==> src/rtl/forward_hazard_unit.sv <==
// forward_hazard_unit: EX/MEM destination tracking, operand-forward selects and load-use stall
//   clk_i, rst_i                      clock, synchronous active-high reset
//   id_valid_i, id_rs_i, id_rt_i      ID instruction and its source registers
//   id_rs_used_i, id_rt_used_i        which sources the ID instruction reads
//   id_rd_i, id_regwrite_i            ID destination and register-file write enable
//   id_memread_i, flush_i             ID is a load; squash ID (branch taken)
//   forward_a_o, forward_b_o          registered EX operand selects (00 RF, 01 EX/MEM, 10 MEM/WB)
//   stall_o, stall_cnt_o              load-use stall and saturating stall-cycle counter
module forward_hazard_unit #(
   parameter int REG_ADDR_W = 5,
   parameter int CNT_W      = 16
) (
   input  logic                  clk_i,
   input  logic                  rst_i,
   input  logic                  id_valid_i,
   input  logic [REG_ADDR_W-1:0] id_rs_i,
   input  logic [REG_ADDR_W-1:0] id_rt_i,
   input  logic                  id_rs_used_i,
   input  logic                  id_rt_used_i,
   input  logic [REG_ADDR_W-1:0] id_rd_i,
   input  logic                  id_regwrite_i,
   input  logic                  id_memread_i,
   input  logic                  flush_i,
   output logic [1:0]            forward_a_o,
   output logic [1:0]            forward_b_o,
   output logic                  stall_o,
   output logic [CNT_W-1:0]      stall_cnt_o
);
   logic                  r_ex_valid, r_ex_regwrite, r_ex_memread;
   logic [REG_ADDR_W-1:0] r_ex_rd;
   logic                  r_mem_valid, r_mem_regwrite;
   logic [REG_ADDR_W-1:0] r_mem_rd;
   logic                  w_ex_rs, w_ex_rt, w_mem_rs, w_mem_rt, w_issue;
   logic [1:0]            w_fwd_a, w_fwd_b;
   // a stage hits a source only if that source is actually read and is not $0
   always_comb begin
      w_ex_rs  = id_rs_used_i && id_rs_i != '0 && r_ex_valid && r_ex_regwrite && r_ex_rd == id_rs_i;
      w_ex_rt  = id_rt_used_i && id_rt_i != '0 && r_ex_valid && r_ex_regwrite && r_ex_rd == id_rt_i;
      w_mem_rs = id_rs_used_i && id_rs_i != '0 && r_mem_valid && r_mem_regwrite && r_mem_rd == id_rs_i;
      w_mem_rt = id_rt_used_i && id_rt_i != '0 && r_mem_valid && r_mem_regwrite && r_mem_rd == id_rt_i;
      stall_o  = id_valid_i && !flush_i && r_ex_memread && (w_ex_rs || w_ex_rt);
      w_issue  = id_valid_i && !stall_o && !flush_i;
      // youngest producer (EX) wins over MEM; bubbles always select the register file
      w_fwd_a  = !w_issue ? 2'b00 : w_ex_rs ? 2'b01 : w_mem_rs ? 2'b10 : 2'b00;
      w_fwd_b  = !w_issue ? 2'b00 : w_ex_rt ? 2'b01 : w_mem_rt ? 2'b10 : 2'b00;
   end
   always_ff @(posedge clk_i) begin
      if (rst_i) begin
         r_ex_valid     <= 1'b0;
         r_ex_regwrite  <= 1'b0;
         r_ex_memread   <= 1'b0;
         r_ex_rd        <= '0;
         r_mem_valid    <= 1'b0;
         r_mem_regwrite <= 1'b0;
         r_mem_rd       <= '0;
         forward_a_o    <= 2'b00;
         forward_b_o    <= 2'b00;
         stall_cnt_o    <= '0;
      end else begin
         r_mem_valid    <= r_ex_valid;
         r_mem_regwrite <= r_ex_regwrite;
         r_mem_rd       <= r_ex_rd;
         r_ex_valid     <= w_issue;
         r_ex_regwrite  <= w_issue && id_regwrite_i;
         r_ex_memread   <= w_issue && id_memread_i;
         r_ex_rd        <= w_issue ? id_rd_i : '0;
         forward_a_o    <= w_fwd_a;
         forward_b_o    <= w_fwd_b;
         if (stall_o && !(&stall_cnt_o))
            stall_cnt_o <= stall_cnt_o + 1'b1;
      end
   end
endmodule

==> config.mk <==
export PLATFORM = sky130hd
export DESIGN_NAME = forward_hazard_unit
export DESIGN_NICKNAME = d
export VERILOG_FILES = /design/src/rtl/forward_hazard_unit.sv
export SDC_FILE = /design/constraint.sdc
export NUM_CORES = 1
export LEC_CHECK = 0
export ABC_CLOCK_PERIOD_IN_PS = 1900
export CAP_MARGIN = 10
export CORE_ASPECT_RATIO = 1.75
export CORE_MARGIN = 10
export CORE_UTILIZATION = 40
export DETAILED_ROUTE_END_ITERATION = 16
export PLACE_DENSITY = 0.76
export RECOVER_POWER = 100
export SYNTH_ARGS = -nofsm -noshare
export SYNTH_HDL_FRONTEND = slang
export SYNTH_SLANG_ARGS = --single-unit
==> constraint.sdc <==
create_clock -name clk_i -period 1.9 [get_ports clk_i]
set_clock_uncertainty 0.15 [all_clocks]
set_input_delay 0.38 -clock clk_i [delete_from_list [all_inputs] [get_ports clk_i]]
set_output_delay 0.38 -clock clk_i [all_outputs]
set_load 0.005 [all_outputs]
* After elaboration in Yosys (flattened, before gate mapping)
Cells that the tools add are included.
Word-level totals: register bits 35, output and inout port bits 21, bits of input ports 23, word-level logic and storage cells 54, memory bits (read-only) 0, memories 0, bits in writable memories 0, latch bits 0
Operators by class: reduce and logical (&&, ||, !) cells 32, eq/ne operators 4, add/subtract/negate cells 1, $lt $le $gt $ge 0, multiply operators 0, multiplexer cells 4, div/mod/pow operators 0, shifts and indexed selects 0, bitwise gates (word level) 1
Operators by type and width (count):
- $logic_and A1 B1 Y1 | 22
- $eq A5 B5 Y1 | 4
- $add A16 B1 Y16 const B | 1
- $reduce_and A16 Y1 | 1
- $reduce_bool A5 Y1 | 2
- $reduce_or A3 Y1 | 2
- $mux W2 | 2
- $logic_not A1 Y1 | 3
- $mux W1 | 2
- $reduce_or A2 Y1 | 1
- $logic_or A1 B1 Y1 | 1
- $not A1 Y1 | 1

* Logic depth before layout (Yosys ltp)
Gate-level depths: netlist (run 1).
depth after elaboration 12, depth in mapped cells 7, gate-level depth less buffers 7

* Least setup slack after synthesis (run 1)
OpenSTA, ideal clock, no wires.
path type reg-to-reg, start register stall_cnt_o[0], end register stall_cnt_o[5], path slack -0.211 ns, buffers on the path 0, period minus slack after synthesis 2.111 ns, data arrival time 1.890 ns, data required time 1.679 ns, library setup time 0.071 ns, stages on the path, launching flop included 7, path through dfxtp_1 ha_1 and4_1 and4_4 or4b_1 or3_1 a21oi_1
Between the ends: cells in the longest elaborated chain, start to end 3, elaborated cells between the ends (all ways) 4, those cells by class add/sub (1); reduce/logical (3)
Ends and longest elaborated chain:
- start, declared | RTL line 27 | output logic [CNT_W-1:0] stall_cnt_o
- start signal, assigned | RTL line 70 | stall_cnt_o <= stall_cnt_o + 1'b1;
- branches (longest 3 deep; another with $add A16 B1 Y16)
Several ways; the timed one is not identified. A chain may end at the register's enable or synchronous reset.

* Worst setup path after layout (run 1)
start register stall_cnt_o[0], end register stall_cnt_o[7]
Same word-level chain as after synthesis.

==> results of run 1 <==
-- flip-flops by register name, summed over array words and instances (netlist names) --
| name | cells |
|---|---|
| r_ex_memread | 1 |
| r_mem_rd | 5 |
| forward_b_o | 2 |
| r_mem_regwrite | 1 |
| r_ex_rd | 5 |
| forward_a_o | 2 |
| stall_cnt_o | 16 |
| r_ex_regwrite | 1 |
| r_ex_valid | 1 |
| r_mem_valid | 1 |
-- per-layer routing --
metal  up-vias  global-route usage (%)
li1        831                       -
met1       813                    12.1
met2        61                    23.9
met3        19                    3.85
met4         0                    8.09
met5         -                       0
-- cells by family after synthesis --
| group | synth area share (%) |
|---|---|
| DFF | 41.6 |
| xor gates and xnor gates | 14.1 |
| and+or+nand+nor | 31.3 |
| adders and majority gates | 0.743 |
| muxes | 1.49 |
| buffers and inverters | 1.34 |
| AOI/OAI and AO/OA | 9.44 |
-- path summary, 6_finish.rpt --
path / startpoint / endpoint / slack [ns]
worst min register to register: r_ex_rd[2] / r_mem_rd[2] / 0.37
worst max-delay path: stall_cnt_o[0] / stall_cnt_o[7] / -0.19
worst max register to register: stall_cnt_o[0] / stall_cnt_o[7] / -0.19
worst min-delay path: r_ex_rd[2] / r_mem_rd[2] / 0.37
-- layout make-up --
type	count	area, µm²
fill	300	1160
timing repair buffer	92	815
tap	49	61.3
clock buffer	5	68.8
multi-input combinational	138	1260
clock inverter	3	15.0
inverter	3	11.3
sequential	35	717
-- stage by stage --
stage | setup slack, ns | area (µm²) | cells | util [%]
after global placement | -0.883 | 2500 | 307 | 60.9
after floorplan | -0.105 | 1720 | 177 | -
final | -0.192 | 2950 | 325 | 71.7
after global routing | -0.239 | 2950 | 325 | 71.7
after detailed placement | -0.893 | 2500 | 307 | 60.9
after CTS | -0.183 | 2630 | 316 | 64.0
-- repair_timing --
item,in CTS,in global routing
gates cloned,0,2
setup endpoints to repair,29,24
resized for setup,58,49
buffers inserted,1,7
pin swaps,16,26
-- synth_stat cells --
cell type   n
nor2b_1    10
a21oi_1     6
nor3_4      2
ha_1        1
nand2_1     7
xnor2_1    17
o21a_4      1
xor2_1     10
mux2i_1     1
nand4_1     3
and4_1      2
or4_1       5
nor4_1      3
and4_4      2
nand3b_1    1
o21ai_4     1
nor2_1     12
and4bb_1    2
o21ai_0    10
dfxtp_1    35
nand3_1    10
and3b_1     1
or4b_1      1
o2111ai_1   1
nor3b_1     1
a2111oi_0   1
inv_1       3
mux2_4      1
o31ai_1     1
clkbuf_1    3
and3_1      4
or3_1       5
nor2_4      1
nor3_1      2
and2_1      7
nor4b_2     1
o21ai_2     2
o21ai_1     1
-- power groups by stage --
stage	combinational [mW]	clock (mW)	sequential (mW)
after floorplan	0.0507	0	0.761
after global placement	0.140	0	0.762
after detailed placement	0.142	0	0.763
after CTS	0.138	0.524	0.746
after global routing	0.165	0.565	0.746
final	0.153	0.525	0.746
-- critical path: cells and delay by family (launching register included) --
| kind | cells | cell delay, ns |
|---|---|---|
| AO/OA/AOI/OAI | 1 | 0.14 |
| AND/OR/NAND/NOR | 4 | 1.02 |
| buffers and inverters | 2 | 0.23 |
| flip-flops | 1 | 0.35 |
| adder cells (fa/ha/maj) | 1 | 0.15 |
==> out/qor.yml, run 1 <==
critical_path:
  cp-end-kind: "register"
  r2r_cells: 8
  path_class: "register to register"
  cp_slowest_cell: "dfxtp_4"
  path_cells: "ha_4 -> and4_1 -> and4_4 -> buf_6 -> buf_6 -> or3_4 -> or3_1 -> a21oi_1"
  worstPathArrival_ns: 2.17
  crit_path_start_kind: "register"
  crit_required_ns: 1.98
  crit_path_max_incr_delay_ns: 0.35
  cp_max_fo: 5
  path_common_cell: "buf_6"
clock_network:
  clkSlewWorstSetupHoldPaths_ns: 0.08
  htree_levels: 2
  cts_tree: "done"
  clk_latency_ns: 0.29
  cts_hold_buf: 0
  clockBufferDepth: 2
  clockRootBuffer: "clkbuf_8"
  numCtsBuffers: 5
  cts.sinks: 35
route:
  routed-via-count: 1724
  wl_um: 5620
  detail-route-antenna-nets: 0
  via_per_inst: 5.30
  avgRoutedWirePerCell_um: 17.3
  wl_met1_um: 2080
  drt_iter0_drc: 118
  drt-pass1-iter-count: 6
  wl_met2_um: 3040
  drc: 0
  dr.max_layer_used: "met4"
  routed-wl-met3_um: 274
logic_synthesis:
  syn_avg_cell_area_um2: 9.51
  synth_cells: 177
  netlist.area_leader.share_pct: 41.6
  synth_nets: 201
  yosysSeqAreaShare_pct: 41.6
  synth_seq_cells: 35
  synthTopCellsByArea: "dfxtp_1 42%, xnor2_1 8.8%, xor2_1 5.2%"
  syn_area_um2: 1680
  ys_types: 38
  yosysWarnings: 0
  synth_top_cell_by_area: "dfxtp_1"
global_routing:
  gr-total-overflow: 0
  grt_pass1_wl_um: 8050
  grt_max_degree: 12
  antenna_found_initial: 0
  globalRouteTotalUtil_pct: 13.0
  grt_pass1_vias: 1777
floorplan:
  die_w_um: 69.0
  ioPinCount: 44
  rows: 31
  die-area_um2: 7300
  initial_core_util_pct: 40.9
  die_h_um: 106
  core_um2: 4110
sta:
  max_freq_ghz: 0.478
  layout_min_cycle_time_ns: 2.09
  setup_viol: 11
  hold_viol_final: 0
  worstMarginPinSlew_ns: 0.599
  finalSetupTns_ns: -0.822
  slew_headroom_pct: 60.0
  rsz0062_at_grt: "true"
  final_max_slew_viol_count: 0
  fin_ws_ns: -0.192
  fin_crit_sh_pct: 110
  hold-worst-slack_ns: 0.368
finish:
  antenna_cells: 0
  drive_gt1_share_pct: 43.8
  area_growth_pct: 75.1
  final_common_cell: "buf_4"
  layout_common_cells: "39 x buf_4, 28 x dfxtp_1, 25 x clkdlybuf4s50_1"
  final_nets: 299
power:
  pwr-share-seq_pct: 52.4
  p_per_area_nw_per_um2: 483
  vdd_drop_max_mv: 0.421
  power.share.clock_pct: 36.9
  swShare_pct: 24.2
  p_int_mw: 1.08
  combPwrFrac_pct: 10.7
  p_total_mw: 1.42
  p_leak_nw: 1.13
  switching_power_mw: 0.344
placement:
  gp_congestion: 0.929
  hpwl_um: 3630
  io_buffers: 43
min_path:
  min_path_cells: 1
  hp-class: "register to register"
run_status:
  violations: "negative setup slack"
  status: "finished with violations"
flow_run:
  maxCapViolCount: 0
No activity file was read; power rests on OpenSTA's default activity.
==> run 2: changes to the inputs <==
--- a/config.mk
+++ b/config.mk
@@ -13,6 +13,7 @@
 export DETAILED_ROUTE_END_ITERATION = 16
 export PLACE_DENSITY = 0.76
 export RECOVER_POWER = 100
+export SKIP_LAST_GASP = 1
 export SYNTH_ARGS = -nofsm -noshare
 export SYNTH_HDL_FRONTEND = slang
 export SYNTH_SLANG_ARGS = --single-unit
==> run 2 against run 1 <==
  * The flow still finishes with violations (negative setup slack)
  * Die area stayed put
  * Flip-flop and latch count stayed put
  * Count of clock-buffer cells in the layout stayed put
  * First-iteration DRC count is 13% higher
  * Worst hold slack worse by 0.0013 ns
  * Setup slack better by 0.0081 ns
  * Global-route usage is 0.057 points lower
  * Final cell count is 0.31% lower
  * Register-to-register slack better by 0.03 ns
  * Sequential share of layout area is 0.19 points higher
  * Critical path type is now input port to output pin
  * Critical endpoint is now stall_o
  * Largest power group unchanged
==> out/qor.yml, run 2 (synthesis gave the netlist of run 1 again) <==
global_routing:
  antenna_found_initial: 0
  grt_pass1_wl_um: 8000
  grt_pass1_vias: 1763
  grt_max_degree: 12
  globalRouteTotalUtil_pct: 12.9
  gr-total-overflow: 0
finish:
  fin_area_um2: 2920
  fillers: 309
  final_nets: 298
  reg_top3: "stall_cnt_o: 16 flops, r_ex_rd: 5 flops, r_mem_rd: 5 flops"
  largest_reg_flops: 16
  area_growth_pct: 73.8
  regMostFlops: "stall_cnt_o"
  drive_gt1_share_pct: 42.9
  antenna_cells: 0
  final_common_cell: "buf_4"
  layout_common_cells: "40 x buf_4, 28 x dfxtp_1, 25 x clkdlybuf4s50_1"
min_path:
  min_path_cells: 1
  hp-class: "register to register"
sta:
  finalSetupTns_ns: -0.836
  hold_viol_final: 0
  rsz0062_at_grt: "true"
  final_max_slew_viol_count: 0
  slew_headroom_pct: 59.9
  setup_viol: 10
  fin_ws_ns: -0.184
  worstMarginPinSlew_ns: 0.601
  max_freq_ghz: 0.480
  fin_crit_sh_pct: 110
  layout_min_cycle_time_ns: 2.08
power:
  p_total_mw: 1.42
  p_leak_nw: 1.13
  p_per_area_nw_per_um2: 486
  vdd_drop_max_mv: 0.416
floorplan:
  core_um2: 4110
  initial_core_util_pct: 40.9
  die-area_um2: 7300
  rows: 31
  die_w_um: 69.0
  ioPinCount: 44
  die_h_um: 106
route:
  drc: 0
  via_per_inst: 5.42
  detail-route-antenna-nets: 0
  avgRoutedWirePerCell_um: 17.9
  routed-via-count: 1756
  wl_um: 5800
  drt_iter0_drc: 133
  drt-pass1-iter-count: 4
critical_path:
  cp-end-kind: "output pin"
  path_class: "input port to output pin"
  crit_path_start_kind: "input port"
  crit_required_ns: 1.37
  cp_max_fo: 2
  worstPathArrival_ns: 1.55
  r2r_cells: 6
clock_network:
  htree_levels: 2
  cts_hold_buf: 0
  numCtsBuffers: 5
  clk_latency_ns: 0.29
  clkSlewWorstSetupHoldPaths_ns: 0.07
  cts_tree: "done"
  clockRootBuffer: "clkbuf_8"
  cts.sinks: 35
  clockBufferDepth: 2
flow_run:
  maxCapViolCount: 0
run_status:
  violations: "negative setup slack"
  status: "finished with violations"
placement:
  io_buffers: 43
  place_area_um2: 2500
  hpwl_um: 3630
  gp_congestion: 0.929
[run 2: cell count changes in the layout (fill, tap and decap cells not counted)]
cell / delta
a21oi_1: +1
o21ai_1: -1
or4_1: +1
buf_4: +1
a21oi_2: -1
or4_4: -1
o21ai_0: +1
buf_6: -2
[run 2: through the flow]
| step | instances | setup slack, ns | hold WS [ns] | utilization, % |
|---|---|---|---|---|
| 2_1_floorplan | 177 | -0.105 | 0.309 | - |
| 3_3_place_gp | 307 | -0.883 | 0.327 | 60.9 |
| 3_5_place_dp | 307 | -0.893 | 0.339 | 60.9 |
| 4_1_cts | 316 | -0.183 | 0.350 | 63.9 |
| 5_1_grt | 324 | -0.228 | 0.373 | 71.1 |
| 6_report | 324 | -0.184 | 0.367 | 71.1 |
[run 2: cell type report]
class,count,area [µm²],area share (%)
Multi-Input combinational cell,138,1250,42.8
Timing Repair Buffer,91,800,27.3
Sequential cell,35,717,24.5
Clock buffer,5,68.8,2.35
Tap cell,49,61.3,2.10
Clock inverter,3,15.0,0.513
Inverter,3,11.3,0.385
[run 2: metal layers]
| layer | wire, µm | vias to the layer above | GRT usage [%] |
|---|---|---|---|
| met2 | 3100 | 73 | 23.7 |
| met4 | 217 | 0 | 8.09 |
| li1 | - | 833 | - |
| met3 | 318 | 21 | 3.85 |
| met5 | 0 | - | 0 |
| met1 | 2160 | 829 | 12.1 |
[run 2: worst paths after layout]
path / from / to / slack, ns
worst min register to register: r_ex_rd[2] / r_mem_rd[2] / 0.37
worst max register to register: stall_cnt_o[0] / stall_cnt_o[5] / -0.16
worst max-delay path: id_rt_i[2] / stall_o / -0.18
worst min-delay path: r_ex_rd[2] / r_mem_rd[2] / 0.37
[run 2: where the power goes]
group | switching [mW] | internal, mW
clock | 0.269 | 0.250
sequential | 0.00824 | 0.738
combinational | 0.0632 | 0.0908
total | 0.341 | 1.08
[run 2: critical path, stage by stage]
cell and delay, ns:
buf_6 0.09, or4_4 0.54, o21ai_4 0.17, nor3_4 0.08, nor2_4 0.12, nor2_2 0.05
buf_2 0.13
[run 2: repair_timing]
| item | 4_1_cts | 5_1_grt |
|---|---|---|
| pin swaps | 16 | 24 |
| gates resized for setup | 57 | 45 |
| buffers inserted | 1 | 6 |
| endpoints found under the setup margin | 29 | 24 |
| gates cloned | 0 | 2 |
==> run 3: changes to the inputs <==
--- a/config.mk
+++ b/config.mk
@@ -11,7 +11,7 @@
 export CORE_MARGIN = 10
 export CORE_UTILIZATION = 40
 export DETAILED_ROUTE_END_ITERATION = 16
-export PLACE_DENSITY = 0.76
+export PLACE_DENSITY = 0.79
 export RECOVER_POWER = 100
 export SKIP_LAST_GASP = 1
 export SYNTH_ARGS = -nofsm -noshare
==> run 3 against run 2 <==
  * Setup slack improved by 0.0041 ns
  * Critical endpoint unchanged
  * Routed wire length decreased by 5.7%
  * Flip-flop and latch count unchanged
  * The run still ends with negative setup slack left
  * Register-to-register slack improved by 0.05 ns
==> out/qor.yml, run 3 (synthesis gave the netlist of run 1 again) <==
route:
  detail-route-antenna-nets: 0
  avgRoutedWirePerCell_um: 16.7
  wl_um: 5470
  drt-pass1-iter-count: 4
  routed-via-count: 1762
  via_per_inst: 5.37
  drc: 0
  drt_iter0_drc: 119
global_routing:
  gr-total-overflow: 0
  grt_pass1_vias: 1765
  antenna_found_initial: 0
  grt_pass1_wl_um: 7810
  globalRouteTotalUtil_pct: 12.5
  grt_max_degree: 12
sta:
  slew_headroom_pct: 66.1
  setup_viol: 11
  hold-worst-slack_ns: 0.351
  fin_ws_ns: -0.179
  layout_min_cycle_time_ns: 2.08
  max_freq_ghz: 0.481
  final_max_slew_viol_count: 0
  worstMarginPinSlew_ns: 0.508
  fin_crit_sh_pct: 109
  hold_viol_final: 0
  finalSetupTns_ns: -0.743
  rsz0062_at_grt: "true"
finish:
  fin_cells: 328
  utilization_pct: 71.8
  regMostFlops: "stall_cnt_o"
  reg_top3: "stall_cnt_o: 16 flops, r_ex_rd: 5 flops, r_mem_rd: 5 flops"
  final_common_cell: "buf_4"
  seqCellArea_um2: 717
  layout_common_cells: "44 x buf_4, 28 x dfxtp_1, 24 x clkdlybuf4s50_1, 11 x xnor2_1"
  fillers: 298
  final_nets: 302
  area_growth_pct: 75.4
  largest_reg_flops: 16
  fin_area_um2: 2950
  antenna_cells: 0
  drive_gt1_share_pct: 42.7
  multi_input_area_um2: 1220
critical_path:
  cp-end-kind: "output pin"
  path_depth: 7
  critPathTopFamily: "simple AND/OR/NAND/NOR gates"
  cp_max_fo: 2
  path_class: "input port to output pin"
  crit_path_max_incr_delay_ns: 0.52
  critPathBufInv: 2
  crit_path_start_kind: "input port"
  path_cells: "buf_2 -> or4_4 -> o21ai_4 -> nor3_4 -> nor2_4 -> nor2_2 -> buf_2"
  crit_required_ns: 1.37
  worstPathArrival_ns: 1.55
  cp_slowest_cell: "or4_4"
  r2r_cells: 6
  path_common_cell: "buf_2"
min_path:
  hp-class: "register to register"
  min_path_cells: 1
flow_run:
  maxCapViolCount: 0
clock_network:
  numCtsBuffers: 5
  cts_hold_buf: 0
  clk_latency_ns: 0.29
  cts.sinks: 35
  cts_tree: "done"
  clockRootBuffer: "clkbuf_8"
  clockBufferDepth: 2
  htree_levels: 2
  clkSlewWorstSetupHoldPaths_ns: 0.07
floorplan:
  core_um2: 4110
  rows: 31
  die_w_um: 69.0
  die_h_um: 106
  initial_core_util_pct: 40.9
  die-area_um2: 7300
  ioPinCount: 44
power:
  p_leak_nw: 1.17
  p_per_area_nw_per_um2: 505
  p_total_mw: 1.49
  vdd_drop_max_mv: 0.624
placement:
  placed_cells: 308
  hpwl_um: 3700
  io_buffers: 43
  gp_congestion: 0.858
  place_area_um2: 2510
  dp_slack_ns: -0.882
run_status:
  violations: "negative setup slack"
  status: "finished with violations"
==> run 3: path summary, 6_finish.rpt <==
kind                                     start             end  slack [ns]
worst max-delay path                id_rt_i[2]         stall_o       -0.18
worst min-delay path                r_ex_valid     r_mem_valid        0.35
worst max register to register  stall_cnt_o[0]  stall_cnt_o[5]       -0.11
worst min register to register      r_ex_valid     r_mem_valid        0.35
==> run 3: layer usage <==
| metal | global-route usage [%] | wire (µm) | vias up |
|---|---|---|---|
| li1 | - | - | 832 |
| met1 | 11.7 | 1970 | 850 |
| met2 | 23.2 | 2990 | 65 |
| met3 | 4.13 | 364 | 15 |
| met4 | 6.65 | 144 | 0 |
| met5 | 0 | 0 | - |
==> run 3: final cells by class <==
cell class | instances | share of cell area, %
Inverter | 3 | 0.382
Tap cell | 49 | 2.08
Multi-Input combinational cell | 137 | 41.5
Timing Repair Buffer | 96 | 28.4
Sequential cell | 35 | 24.3
Clock buffer | 8 | 3.39
==> run 3: repair_timing <==
| action | in CTS | in global routing |
|---|---|---|
| buffers inserted | 5 | 7 |
| pin swaps | 18 | 23 |
| endpoints found under the setup margin | 29 | 26 |
| gates resized for setup | 55 | 52 |
| cloned | 0 | 1 |
==> run 3: worst reg2reg max path, delay by kind of cell, from the launching register on <==
kind,cells,cell delay [ns]
AOI/OAI and AO/OA,1,0.13
adders and majority gates,1,0.16
DFF,1,0.35
and+or+nand+nor,4,1.16
==> run 3: report_power, final <==
part,switching (mW),leakage (nW),internal [mW]
combinational,0.0616,0.833,0.0928
sequential,0.00772,0.287,0.738
clock,0.259,0.0515,0.331
